<file path="src/rtl/bus_rr_arbiter_if.sv">
// bus_rr_arbiter_if: terminal FIFO pop side and shared push bus of the packet arbiter
interface bus_rr_arbiter_if #(
    parameter int drvrs   = 4,
    parameter int pckg_sz = 16
);
    logic [drvrs-1:0]         pndng;
    logic [drvrs*pckg_sz-1:0] D_pop;
    logic [drvrs-1:0]         pop;
    logic [drvrs-1:0]         push;
    logic [pckg_sz-1:0]       D_push;
    modport master (input pndng, D_pop, output pop, push, D_push);
    modport slave (output pndng, D_pop, input pop, push, D_push);
endinterface

</file>
<file path="src/rtl/bus_rr_arbiter.sv">
// bus_rr_arbiter: round-robin packet sequencer, IDLE->POP->DELIVER; BUS_ARB_PKT_CNT_EN adds per-source delivered counters
module bus_rr_arbiter #(
    parameter int          drvrs     = 4,
    parameter int          pckg_sz   = 16,
    parameter logic [7:0]  broadcast = 8'hFF,
    localparam int         W         = $clog2(drvrs)
) (
    input  logic               clk,
    input  logic               reset,
    bus_rr_arbiter_if.master   bus,
    output logic               busy,
    output logic [W-1:0]       gnt_id,
    output logic [15:0]        drop_cnt
`ifdef BUS_ARB_PKT_CNT_EN
    ,
    output logic [drvrs*16-1:0] pkt_cnt
`endif
);
    localparam logic [1:0]       IDLE    = 2'd0;
    localparam logic [1:0]       POP     = 2'd1;
    localparam logic [1:0]       DELIVER = 2'd2;
    localparam logic [7:0]       NDRV    = 8'(drvrs);
    localparam logic [W-1:0]     LAST    = W'(drvrs - 1);
    localparam logic [drvrs-1:0] ONE     = {{(drvrs-1){1'b0}}, 1'b1};
    logic [1:0]         state;
    logic [W-1:0]       rr_ptr;
    logic [W-1:0]       win;
    logic [pckg_sz-1:0] data_r;
    logic [7:0]         id;
    logic [drvrs-1:0]   src_oh;
    logic [drvrs-1:0]   dst_mask;
    logic               deliver_ok;
    // first requester at or after ptr; scanning downwards lets the nearest one win
    function automatic logic [W-1:0] pick(input logic [drvrs-1:0] req, input logic [W-1:0] ptr);
        logic [W-1:0] r;
        int j;
        r = ptr;
        for (int k = drvrs - 1; k >= 0; k--) begin
            j = int'(ptr) + k;
            if (j >= drvrs) j = j - drvrs;
            if (req[j]) r = W'(j);
        end
        return r;
    endfunction
    // grant selection and destination decode of the latched packet
    always_comb begin
        win        = pick(bus.pndng, rr_ptr);
        id         = data_r[pckg_sz-1 -: 8];
        src_oh     = ONE << gnt_id;
        dst_mask   = (id == broadcast) ? ~src_oh :
                     (id < NDRV && id != 8'(gnt_id)) ? ONE << id[W-1:0] : '0;
        deliver_ok = |dst_mask;
    end
    // transfer sequencer: grant/latch, pop strobe, then push or drop
    always_ff @(posedge clk) begin
        if (reset) begin
            state      <= IDLE;
            rr_ptr     <= '0;
            gnt_id     <= '0;
            data_r     <= '0;
            busy       <= 1'b0;
            drop_cnt   <= '0;
            bus.pop    <= '0;
            bus.push   <= '0;
            bus.D_push <= '0;
        end else begin
            bus.pop  <= '0;
            bus.push <= '0;
            if (state == IDLE) begin
                if (|bus.pndng) begin
                    gnt_id  <= win;
                    data_r  <= bus.D_pop[win*pckg_sz +: pckg_sz];
                    bus.pop <= ONE << win;
                    busy    <= 1'b1;
                    state   <= POP;
                end
            end else if (state == POP) begin
                bus.push <= dst_mask;
                if (deliver_ok) bus.D_push <= data_r;
                else if (drop_cnt != 16'hFFFF) drop_cnt <= drop_cnt + 16'd1;
                state <= DELIVER;
            end else begin
                rr_ptr <= (gnt_id == LAST) ? '0 : gnt_id + W'(1);
                busy   <= 1'b0;
                state  <= IDLE;
            end
        end
    end
`ifdef BUS_ARB_PKT_CNT_EN
    // per-source delivered packet counters, broadcast counted once
    always_ff @(posedge clk) begin
        if (reset) pkt_cnt <= '0;
        else if (state == POP && deliver_ok && pkt_cnt[gnt_id*16 +: 16] != 16'hFFFF)
            pkt_cnt[gnt_id*16 +: 16] <= pkt_cnt[gnt_id*16 +: 16] + 16'd1;
    end
`endif
endmodule

</file>
<file path="src/flat_wrapper.sv">
// flat-port wrapper written by rule: the top's interface ports become plain ports
module bus_rr_arbiter_flat 
#(
    parameter int          drvrs     = 4,
    parameter int          pckg_sz   = 16,
    parameter logic [7:0]  broadcast = 8'hFF,
    localparam int         W         = $clog2(drvrs)
)
  (clk, reset, busy, gnt_id, drop_cnt, bus_pndng, bus_D_pop, bus_pop, bus_push, bus_D_push);
  bus_rr_arbiter_if #(.drvrs(drvrs), .pckg_sz(pckg_sz)) bus_i ();
  input  logic clk;
  input  logic reset;
  output logic busy;
  output logic [W-1:0] gnt_id;
  output logic [15:0] drop_cnt;
  input wire logic [$bits(bus_i.pndng)-1:0] bus_pndng;
  input wire logic [$bits(bus_i.D_pop)-1:0] bus_D_pop;
  output wire logic [$bits(bus_i.pop)-1:0] bus_pop;
  output wire logic [$bits(bus_i.push)-1:0] bus_push;
  output wire logic [$bits(bus_i.D_push)-1:0] bus_D_push;
  assign bus_i.pndng = bus_pndng;
  assign bus_i.D_pop = bus_D_pop;
  assign bus_pop = bus_i.pop;
  assign bus_push = bus_i.push;
  assign bus_D_push = bus_i.D_push;
  bus_rr_arbiter #(.drvrs(drvrs), .pckg_sz(pckg_sz), .broadcast(broadcast)) u_core (.clk(clk), .reset(reset), .bus(bus_i), .busy(busy), .gnt_id(gnt_id), .drop_cnt(drop_cnt));
endmodule
</file>
<file path="config.mk">
export PLATFORM = sky130hd
export DESIGN_NAME = bus_rr_arbiter_flat
export DESIGN_NICKNAME = d
export VERILOG_FILES = /design/src/rtl/bus_rr_arbiter_if.sv /design/src/rtl/bus_rr_arbiter.sv /design/src/flat_wrapper.sv
export SDC_FILE = /design/constraint.sdc
export NUM_CORES = 1
export LEC_CHECK = 0
export CORE_UTILIZATION = 45
export DETAILED_ROUTE_END_ITERATION = 10
export GPL_TIMING_DRIVEN = 0
export PLACE_DENSITY = 0.81
export SKIP_LAST_GASP = 1
export SLEW_MARGIN = 20
export SYNTH_ARGS = -nofsm -noshare
export SYNTH_HDL_FRONTEND = slang
export SYNTH_SLANG_ARGS = --single-unit
</file>
<file path="constraint.sdc">
create_clock -name clk -period 2.6 [get_ports clk]
set_input_delay 0.78 -clock clk [delete_from_list [all_inputs] [get_ports clk]]
set_output_delay 0.78 -clock clk [all_outputs]
set_load 0.02 [all_outputs]
</file>
# Word-level counts from Yosys, hierarchy flattened
# Cells that the tools add are included.
# classes
n_addsub,9
n_lt_le_gt_ge,9
n_eq_ne,7
shifts,4
mux,29
bitwise_logic,5
n_reduce_logical,11
# op_table
operator,count
"less-than comparator 32 x 4 -> 1 bit, second input constant",4
two-way mux 32 bit,4
"greater-or-equal comparator 32 x 4 -> 1 bit, second input constant",3
"subtractor 32 x 4 -> 32 bit, second input constant",3
indexed part select 64 x 7 -> 16 bit,1
"adder 16 x 1 -> 16 bit, second input constant",1
two-way mux 2 bit,8
"!= test 16 bit, second input constant",1
"left shift 1 x 2 -> 4 bit, first input constant",3
two-way mux 1 bit,11
binary-select mux 1 bit (select 2 bit),4
"== test 8 bit, second input constant",1
"less-than comparator 8 x 3 -> 1 bit, second input constant",1
two-way mux 4 bit,2
!= test 8 x 2 -> 1 bit,1
OR reduction 4 bit,2
"adder 2 x 2 -> 3 bit, second input constant",2
AND reduction 2 bit,3
OR reduction 3 bit,2
NOT 1 bit,4
NOT 4 bit,1
AND reduction 4 bit,1
"subtractor 2 x 3 -> 4 bit, second input constant",1
"adder 2 x 1 -> 3 bit, second input constant",1
other kinds (9),9
# word_totals
ff_bits,63
in_bits,70
word_cells,83

# Longest topological paths before layout
# logic_depth
depth_word,11
depth_mapped,9
depth_no_buf,7

# Worst setup path after synthesis
# Ideal clock, no wire load.
# synth_timing
path_kind,reg2reg
startpoint,register u_core.gnt_id[1]
endpoint,register u_core.drop_cnt[13]
arrival_ns,2.160
t_required_ns,2.529
setup_slack_ns,0.370
path_stages_with_launch,8
period_less_slack_ns,2.230
path_cell_list,dfxtp_1 > ha_1 > and4_1 > nor3_1 > a311o_4 > buf_6 > or4_1 > a21oi_1
# synth_via
elab_chain_len,7
word_cells_on_any_way,9
classes_between,eq/ne: 1; shift: 1; mux: 2; bitwise: 2; reduce/logical: 3
# synth_rtl
item,line,source
from (decl),bus_rr_arbiter.sv:12,"output logic [W-1:0] gnt_id,"
from (signal assigned),bus_rr_arbiter.sv:71,gnt_id <= win;
!= test 8 x 2 -> 1 bit,bus_rr_arbiter.sv:51,(id < NDRV && id != 8'(gnt_id)) ? ONE << id[W-1:0] : '0;
logical AND 1 bit,bus_rr_arbiter.sv:51,
two-way mux 4 bit,bus_rr_arbiter.sv:51,
two-way mux 4 bit *,bus_rr_arbiter.sv:50,dst_mask = (id == broadcast) ? ~src_oh :
OR reduction 4 bit *,bus_rr_arbiter.sv:52,deliver_ok = |dst_mask;
NOT 1 bit (no source line) *,n/a,
AND reduction 4 bit (no source line) *,n/a,
to (signal assigned),bus_rr_arbiter.sv:80,else if (drop_cnt != 16'hFFFF) drop_cnt <= drop_cnt + 16'd1;
to (decl),bus_rr_arbiter.sv:13,output logic [15:0] drop_cnt
# Mark *: on every way between the ends. The rest lies on a longest branch, timed or not.
# A chain may end at the register's enable or synchronous reset.

# Final worst setup path
# layout_timing
startpoint,input bus_pndng[0]
endpoint,register u_core.data_r[9]
# layout_via
elab_chain_len,8
word_cells_on_any_way,19
classes_between,shift: 1; mux: 16; reduce/logical: 2
# layout_rtl
item,line,source
from (decl),flat_wrapper.sv:16,input wire logic [$bits(bus_i.pndng)-1:0] bus_pndng;
binary-select mux 1 bit (select 2 bit),bus_rr_arbiter.sv:41,if (req[j]) r = W'(j);
two-way mux 1 bit (not written as such) (2 in a row),bus_rr_arbiter.sv:41,
two-way mux 2 bit (4 in a row),bus_rr_arbiter.sv:41,
indexed part select 64 x 7 -> 16 bit,bus_rr_arbiter.sv:72,data_r <= bus.D_pop[win*pckg_sz +: pckg_sz];
to (signal assigned),bus_rr_arbiter.sv:72,
to (decl),bus_rr_arbiter.sv:28,logic [pckg_sz-1:0] data_r;
# Several ways; a longest one is shown, not always the timed one. The select of a mux whose other input is x is not followed.

==> results_tabular.tex <==
\begin{tabular}{lr}
\hline
Metric & Value \\
\hline
\multicolumn{2}{l}{\textbf{Synthesis}} \\
\quad Number of enable-type register cells in the synthesized netlist & 0 \\
\quad Compound-cell area share of the yosys netlist & 15.8\% \\
\quad Dominant cell type by area after synthesis & dfxtp\_1 \\
\quad Cell count after synthesis & 321 \\
\quad Largest family of logic cells by synthesized area & simple AND/OR/NAND/NOR gates \\
\quad Netlist cell types & 47 \\
\quad Summed instance area of the synthesized netlist & 3060 um\^{}2 \\
\quad Post-synthesis adder-cell area fraction & 2.04\% \\
\quad Average footprint of a synthesized cell & 9.53 um\^{}2 \\
\quad Simple-gate share of the synthesized area & 18.9\% \\
\quad Count of warnings emitted by yosys & 0 \\
\quad Flops \& latches, synth & 63 \\
\quad Share of synthesized registers carrying an async set or reset & 0\% \\
\quad Post-synthesis mux area share & 15.9\% \\
\quad Most frequently used cell type in the post-synthesis netlist & dfxtp\_1 \\
\quad Largest cells by area after synthesis & dfxtp\_1 (41\%), mux2i\_1 (15\%), o221ai\_1 (4.6\%) \\
\quad Predominant post-synthesis flop cell & dfxtp\_1 \\
\quad Share of synthesized area occupied by flip-flops and latches & 41.2\% \\
\quad Most instantiated cells after synthesis & dfxtp\_1 (63), mux2i\_1 (46), nand2\_1 (30) \\
\quad Xor-xnor portion of the synthesized cell area & 1.43\% \\
\quad Area fraction of the dominant cell type after synthesis & 41.2\% \\
\quad Mapped Nets & 396 \\
\multicolumn{2}{l}{\textbf{Worst setup path}} \\
\quad Total buffers and inverters traversed by the critical path & 2 \\
\quad Cells along the critical path & clkdlybuf4s50\_1 -> nor2\_1 -> a211o\_1 -> nor2\_1 -> nand2\_1 -> clkbuf\_2 -> o221ai\_1 \\
\quad Reg2reg start & u\_core.gnt\_id[1]\$\_SDFFE\_PP0P\_ \\
\quad CP Max Fanout & 10 \\
\quad CP max stage cell & clkdlybuf4s50\_1 \\
\quad Worst setup path category & primary input to register \\
\quad Arrival time at the worst endpoint & 2.70 ns \\
\quad Startpoint of the most critical setup path & bus\_pndng[0] \\
\quad Family of cells with the greatest summed delay on the critical path & buffers and inverters \\
\quad Most used cell along the critical path & nor2\_1 \\
\quad Largest stage delay on the critical path & 0.52 ns \\
\quad Startpoint type of the worst setup path & primary input \\
\quad Critical path endpoint category & register \\
\quad CP Data Required Time & 2.85 ns \\
\multicolumn{2}{l}{\textbf{Cells and area}} \\
\quad Antenna Diode Count & 0 \\
\quad Filler cells & 512 \\
\quad Total Nets Final & 517 \\
\quad Area of the multi-input gates & 1660 um\^{}2 \\
\quad Growth of design area from synthesis to finish & 47.4\% \\
\quad Proportion of layout cells with a drive suffix above 1 & 8.72\% \\
\quad Storage element area & 1260 um\^{}2 \\
\multicolumn{2}{l}{\textbf{Die}} \\
\quad Number of top-level pins & 113 \\
\quad Site row count & 29 \\
\quad Overall die height & 84.5 um \\
\quad Width of the chip & 84.5 um \\
\quad Core box area & 6460 um\^{}2 \\
\quad DIE AREA & 7130 um\^{}2 \\
\quad Starting density of the core & 47.4\% \\
\multicolumn{2}{l}{\textbf{STA}} \\
\quad Count of endpoints failing hold in the final timing report & 0 \\
\quad Post-Route Skew & 0.00920 ns \\
\quad Fin Hold WS & 0.463 ns \\
\quad Tmin final & 2.45 ns \\
\quad Worst slew slack as a fraction of its limit & 66.2\% \\
\quad Share of the clock period used by the worst path & 94.3\% \\
\quad Max Freq & 0.408 GHz \\
\quad Total count of max-transition violations in the final report & 0 \\
\quad Post-layout worst setup margin & 0.147 ns \\
\quad Transition time at the pin with the least slew margin & 0.507 ns \\
\quad Unrepaired setup endpoints after global routing & true \\
\quad Final setup fails & 0 \\
\multicolumn{2}{l}{\textbf{GRT}} \\
\quad Antenna violations before repair & 0 \\
\quad GRT overflow & 0 \\
\quad Via count of the first global-routing pass & 2887 \\
\quad Pin count of the biggest net entering global routing & 11 \\
\quad Global-route wire length before repair & 13100 um \\
\quad GRT Resource Usage Total & 22.9\% \\
\multicolumn{2}{l}{\textbf{Clock tree}} \\
\quad CTS buffer count & 9 \\
\quad Number of gates resized after cts & 2 \\
\quad Clk pin slew, worst setup/hold paths & 0.07 ns \\
\quad Number of hold-repair buffers added at the cts stage & 0 \\
\quad Maximum root-to-sink buffer count & 2 \\
\quad Clock tree from TritonCTS & done \\
\quad Clock insertion delay at the later pin of the skew report & 0.33 ns \\
\quad Postcts setup bufs & 0 \\
\quad H-tree depth & 3 \\
\quad Clock root buffer master & clkbuf\_8 \\
\quad TritonCTS Sinks & 63 \\
\multicolumn{2}{l}{\textbf{Routing}} \\
\quad Antenna violation net count after detailed routing & 0 \\
\quad Final wirelength & 7870 um \\
\quad First-pass iteration count of the detailed router & 7 \\
\quad Final routed DRC violation total & 9 \\
\quad Violation count after the first detailed-route iteration & 119 \\
\quad Avg Vias per Cell & 5.54 \\
\quad Routed via count & 2905 \\
\quad Per-cell routed wire length & 15.0 um \\
\multicolumn{2}{l}{\textbf{Outcome}} \\
\quad Failing checks & DRC \\
\quad Result of the run & complete, but fails checks \\
\multicolumn{2}{l}{\textbf{Placement}} \\
\quad RD Place Congestion & 0.839 \\
\quad HPWL reported at the end of detailed placement & 5950 um \\
\quad Pre-CTS setup slack & -0.517 ns \\
\quad Port Buf Inserts & 111 \\
\multicolumn{2}{l}{\textbf{Power}} \\
\quad Switching Share & 25.8\% \\
\quad Static leakage power & 1.73 nW \\
\quad Part of the power in the clock network & 37.7\% \\
\quad Cell Int Power & 0.00189 W \\
\quad Max VDD drop & 0.314 mV \\
\quad Gate power share & 20.7\% \\
\quad Power spent charging and discharging nets & 0.000657 W \\
\quad Total power & 0.00255 W \\
\quad Power density over the cells & 565 nW/um\^{}2 \\
\quad Reg power frac & 41.6\% \\
\multicolumn{2}{l}{\textbf{Flow run}} \\
\quad Number of max-capacitance violations reported & 0 \\
\multicolumn{2}{l}{\textbf{Hold path}} \\
\quad Worst Hold Launch & u\_core.bus.D\_push[14]\$\_SDFFE\_PP0P\_ \\
\quad Classification of the worst-slack hold path & register to register \\
\hline
\end{tabular}
[worst reg2reg max path, stage by stage (launching register included)]
cell and delay (ns):
dfxtp_1 0.54, ha_1 0.27, and4_1 0.20, nor3_1 0.08
a311o_4 0.35, buf_6 0.14, or4_1 0.48, a21oi_1 0.17
[per-stage QoR]
step	utilization (%)	instance area (um^2)	TNS, ns	cells
after detailed placement	66.1	4270	-7.72	509
after global placement	66.1	4270	-7.47	509
after CTS	69.6	4490	-0.0126	525
after floorplan	-	3060	0	321
final	69.8	4510	0	524
after global routing	69.8	4510	0	524
[metal layers]
layer | vias to the layer above | wire [um] | track usage (%)
li1 | 1427 | - | -
met1 | 1351 | 3270 | 26.8
met2 | 116 | 3870 | 39.5
met3 | 11 | 610 | 6.39
met4 | 0 | 119 | 9.55
met5 | - | 0 | 0
[placed cells by master, fill, tap and decap left out, types with 6 or more instances in the layout]
cell,synthesis,final
o31ai_1,14,13
nor2_1,25,25
clkbuf_8,0,11
nor2b_1,9,9
clkbuf_1,11,10
a21oi_1,21,21
o221ai_1,16,16
dfxtp_1,63,63
clkdlybuf4s50_1,0,111
nand3_1,7,7
mux2i_1,46,46
nand2_1,30,30
or4_1,12,12
inv_1,6,6
[path summary, 6_finish.rpt]
check                           cells after the start  slack, ns                            endpoint
worst min-delay path                                2       0.46  u_core.bus.D_push[14]$_SDFFE_PP0P_
worst max register to register                      7       0.30    u_core.drop_cnt[10]$_SDFFE_PP0P_
worst max-delay path                                7       0.15       u_core.data_r[9]$_SDFFE_PP0P_
worst min register to register                      2       0.46  u_core.bus.D_push[14]$_SDFFE_PP0P_
[state kept, by name, indices dropped and copies added (netlist names)]
register / count
u_core.rr_ptr: 2
u_core.gnt_id: 2
u_core.drop_cnt: 16
u_core.bus.pop: 4
u_core.busy: 1
u_core.bus.D_push: 16
u_core.state: 2
u_core.data_r: 16
u_core.bus.push: 4
[cell families (layout without fill, tap and decap cells)]
kind of cell | count (synthesis) | count (layout)
adder cells (fa/ha/maj) | 5 | 5
flip-flops | 63 | 63
AND/OR/NAND/NOR | 110 | 110
XOR/XNOR | 2 | 2
AO/OA/AOI/OAI | 65 | 65
buffers and inverters | 28 | 154
multiplexers | 48 | 48
[final cells by class]
class / instances / share of cell area [%]
multi-input combinational: 230 / 36.8
sequential: 63 / 28.0
timing repair buffer: 111 / 24.6
clock buffer: 13 / 3.52
buffer: 21 / 3.02
tap: 77 / 2.14
clock inverter: 3 / 1.44
inverter: 6 / 0.499
[power groups by stage]
| stage | logic [W] | clock network (W) | registers, W |
|---|---|---|---|
| 2_1_floorplan | 0.000300 | 0 | 0.00109 |
| 3_3_place_gp | 0.000513 | 0 | 0.00108 |
| 3_5_place_dp | 0.000519 | 0 | 0.00108 |
| 4_1_cts | 0.000523 | 0.000965 | 0.00106 |
| 5_1_grt | 0.000570 | 0.00101 | 0.00107 |
| 6_report | 0.000528 | 0.000960 | 0.00106 |
Note: power is estimated with default switching activity, not from simulation.
==> RTL change (config.mk and constraints unchanged) <==
`pckg_sz` is set to 16 in 3 places; all go to 18.
--- a/src/rtl/bus_rr_arbiter_if.sv
+++ b/src/rtl/bus_rr_arbiter_if.sv
@@ -1,7 +1,7 @@
 // bus_rr_arbiter_if: terminal FIFO pop side and shared push bus of the packet arbiter
 interface bus_rr_arbiter_if #(
     parameter int drvrs   = 4,
-    parameter int pckg_sz = 16
+    parameter int pckg_sz = 18
 );
     logic [drvrs-1:0]         pndng;
     logic [drvrs*pckg_sz-1:0] D_pop;
--- a/src/rtl/bus_rr_arbiter.sv
+++ b/src/rtl/bus_rr_arbiter.sv
@@ -1,7 +1,7 @@
 // bus_rr_arbiter: round-robin packet sequencer, IDLE->POP->DELIVER; BUS_ARB_PKT_CNT_EN adds per-source delivered counters
 module bus_rr_arbiter #(
     parameter int          drvrs     = 4,
-    parameter int          pckg_sz   = 16,
+    parameter int          pckg_sz   = 18,
     parameter logic [7:0]  broadcast = 8'hFF,
     localparam int         W         = $clog2(drvrs)
 ) (
--- a/src/flat_wrapper.sv
+++ b/src/flat_wrapper.sv
@@ -2,7 +2,7 @@
 module bus_rr_arbiter_flat 
 #(
     parameter int          drvrs     = 4,
-    parameter int          pckg_sz   = 16,
+    parameter int          pckg_sz   = 18,
     parameter logic [7:0]  broadcast = 8'hFF,
     localparam int         W         = $clog2(drvrs)
 )
Interface: changed (resized bus_D_pop and bus_D_push); port bits go from 113 to 123. The function was not compared with the original's and may differ.
==> RTL change against the original RTL <==
- synthesized area up 4.7%
- synthesized cell count up 14%
- core utilization grew 0.33 points
- worst setup slack worse by 0.076 ns
- wire length rose by 21%
- cell area rose by 6.3%
- fmax decreased by 3.0%
- sequential share of layout area about the same
- power grew 3.7%
- register-to-register slack worse by 0.08 ns
- first-iteration DRC count grew 71%
- sequential cell count increased by 4
- non-clock buffer count up 19
- global-route usage increased by 3.9 points
==> RTL change: results (changes against the original RTL) <==
outcome -> completed
port bufs -> 121 (+9.0%)
Cells after Synth -> 367 (+14%)
Leak -> 0.00178 uW (+3.0%)
H-tree levels -> 3 (unchanged)
initial antenna violation count -> 0 (unchanged)
sequential area share after synthesis -> 41.9% (+0.63 points)
Layout Nets -> 581 (+12%)
post-synthesis mux area share -> 11.0% (-4.9 points)
CP delay by family, top -> simple AND/OR/NAND/NOR gates
clock latency on the worst-skew pair -> 0.35 ns (+0.02 ns)
RePlAce Congestion -> 0.879 (+4.8%)
Slew headroom -> 60.0% (-6.2 points)
DR iter-0 viols -> 204 (+71%)
Max VDD drop -> 0.280 mV (-11%)
Cell variety after synth -> 39 (-17%)
Metal-1 WL -> 3.84 mm (+17%)
fill count -> 557 (+8.8%)
DR top layer -> met4
post-CTS resize count -> 10 (+8)
CP max stage delay -> 0.53 ns
FFs w/ async S/R, synth -> 0% (unchanged)
skew final -> 0.00588 ns (-0.00332 ns)
WL met3 -> 737 um (+21%)
ranking of synthesized cells by area -> dfxtp_1 (42%), mux2i_1 (11%), nand4_1 (8.4%)
total global-route track usage -> 26.8% (+3.9 points)
share of layout cells above drive strength 1 -> 7.75% (-0.97 points)
Commonest cells post-synth -> dfxtp_1 (67), nand4_1 (43), nor2_1 (35)
Worst path slowest cell -> clkdlybuf4s50_1
Total Wirelength -> 9.50 mm (+21%)
DR vias/cell -> 5.66 (+2.1%)
Synth Area in Adders -> 1.95% (-0.093 points)
TritonCTS buffer count -> 9 (unchanged)
syn nets -> 450 (+14%)
1st-pass router iterations -> 4 (-3)
Post-Synth XOR/XNOR Area -> 0.820% (-0.61 points)
hpwl dp -> 7.21 mm (+21%)
largest net degree at the start of global routing -> 14 (+3)
Avg WL per Cell -> 15.9 um (+5.6%)
clk buf depth -> 2 (unchanged)
Detail Route met2 WL -> 4.71 mm (+22%)
leading registers by flop count -> u_core.bus.D_push: 18 flops, u_core.data_r: 18 flops, u_core.drop_cnt: 16 flops
Synth Area in Compound Gates -> 14.0% (-1.8 points)
Primary FF master, synth -> dfxtp_1
Syn. warnings -> 0 (unchanged)
Post-CTS Setup Repair Bufs -> 0 (unchanged)
CP Data Arrival Time -> 2.75 ns (+0.05 ns)
first-pass GRT wire length -> 15.4 mm (+18%)
vias in the first global route -> 3227 (+12%)
[RTL change: per-layer routing]
metal	track usage, %	vias up
li1	-	1646
met1	31.7	1561
met2	45.7	166
met3	7.90	18
met4	10.6	0
met5	0	-
[RTL change: cell type report]
type	count	area [um2]	area share [%]
plain buffers	30	166	3.47
multi-input cells	264	1710	35.7
flip-flops and latches	67	1340	28.0
repair buffers	121	1210	25.3
well taps	96	120	2.51
clock buffers	9	124	2.58
clock inverters	7	101	2.11
inverters	5	18.8	0.392
[RTL change: worst paths after layout]
check                                             end  slack, ns             startpoint  cells past startpoint
worst max-delay path                 u_core.data_r[6]       0.07           bus_pndng[3]                      7
worst min-delay path            u_core.bus.D_push[14]       0.46  u_core.bus.D_push[14]                      2
worst max register to register     u_core.drop_cnt[7]       0.22       u_core.gnt_id[0]                      7
worst min register to register  u_core.bus.D_push[14]       0.46  u_core.bus.D_push[14]                      2
[RTL change: worst min-delay path, cell delays in order (launching register included)]
cell and delay, ns:
dfxtp_1 0.32, nand2_1 0.05, a21oi_1 0.05
[RTL change: power by group]
part           internal (uW)  switching [uW]
logic                    263             272
registers               1090            46.2
clock network            546             427
total                   1900             744
[RTL change: metrics by stage]
stage,instance area [um2],worst slack [ns],power (uW)
2_1_floorplan,3200,0.277,1430
3_3_place_gp,4540,-0.548,1660
3_5_place_dp,4540,-0.604,1680
4_1_cts,4780,0.0345,2640
5_1_grt,4790,0.00216,2750
6_report,4790,0.0707,2640
[RTL change: kinds of logic after synthesis]
group	count (synthesis)
compound gates	65
buf+inv	36
fa+ha+maj	5
mux	35
flops	67
simple gates	156
xor+xnor	3
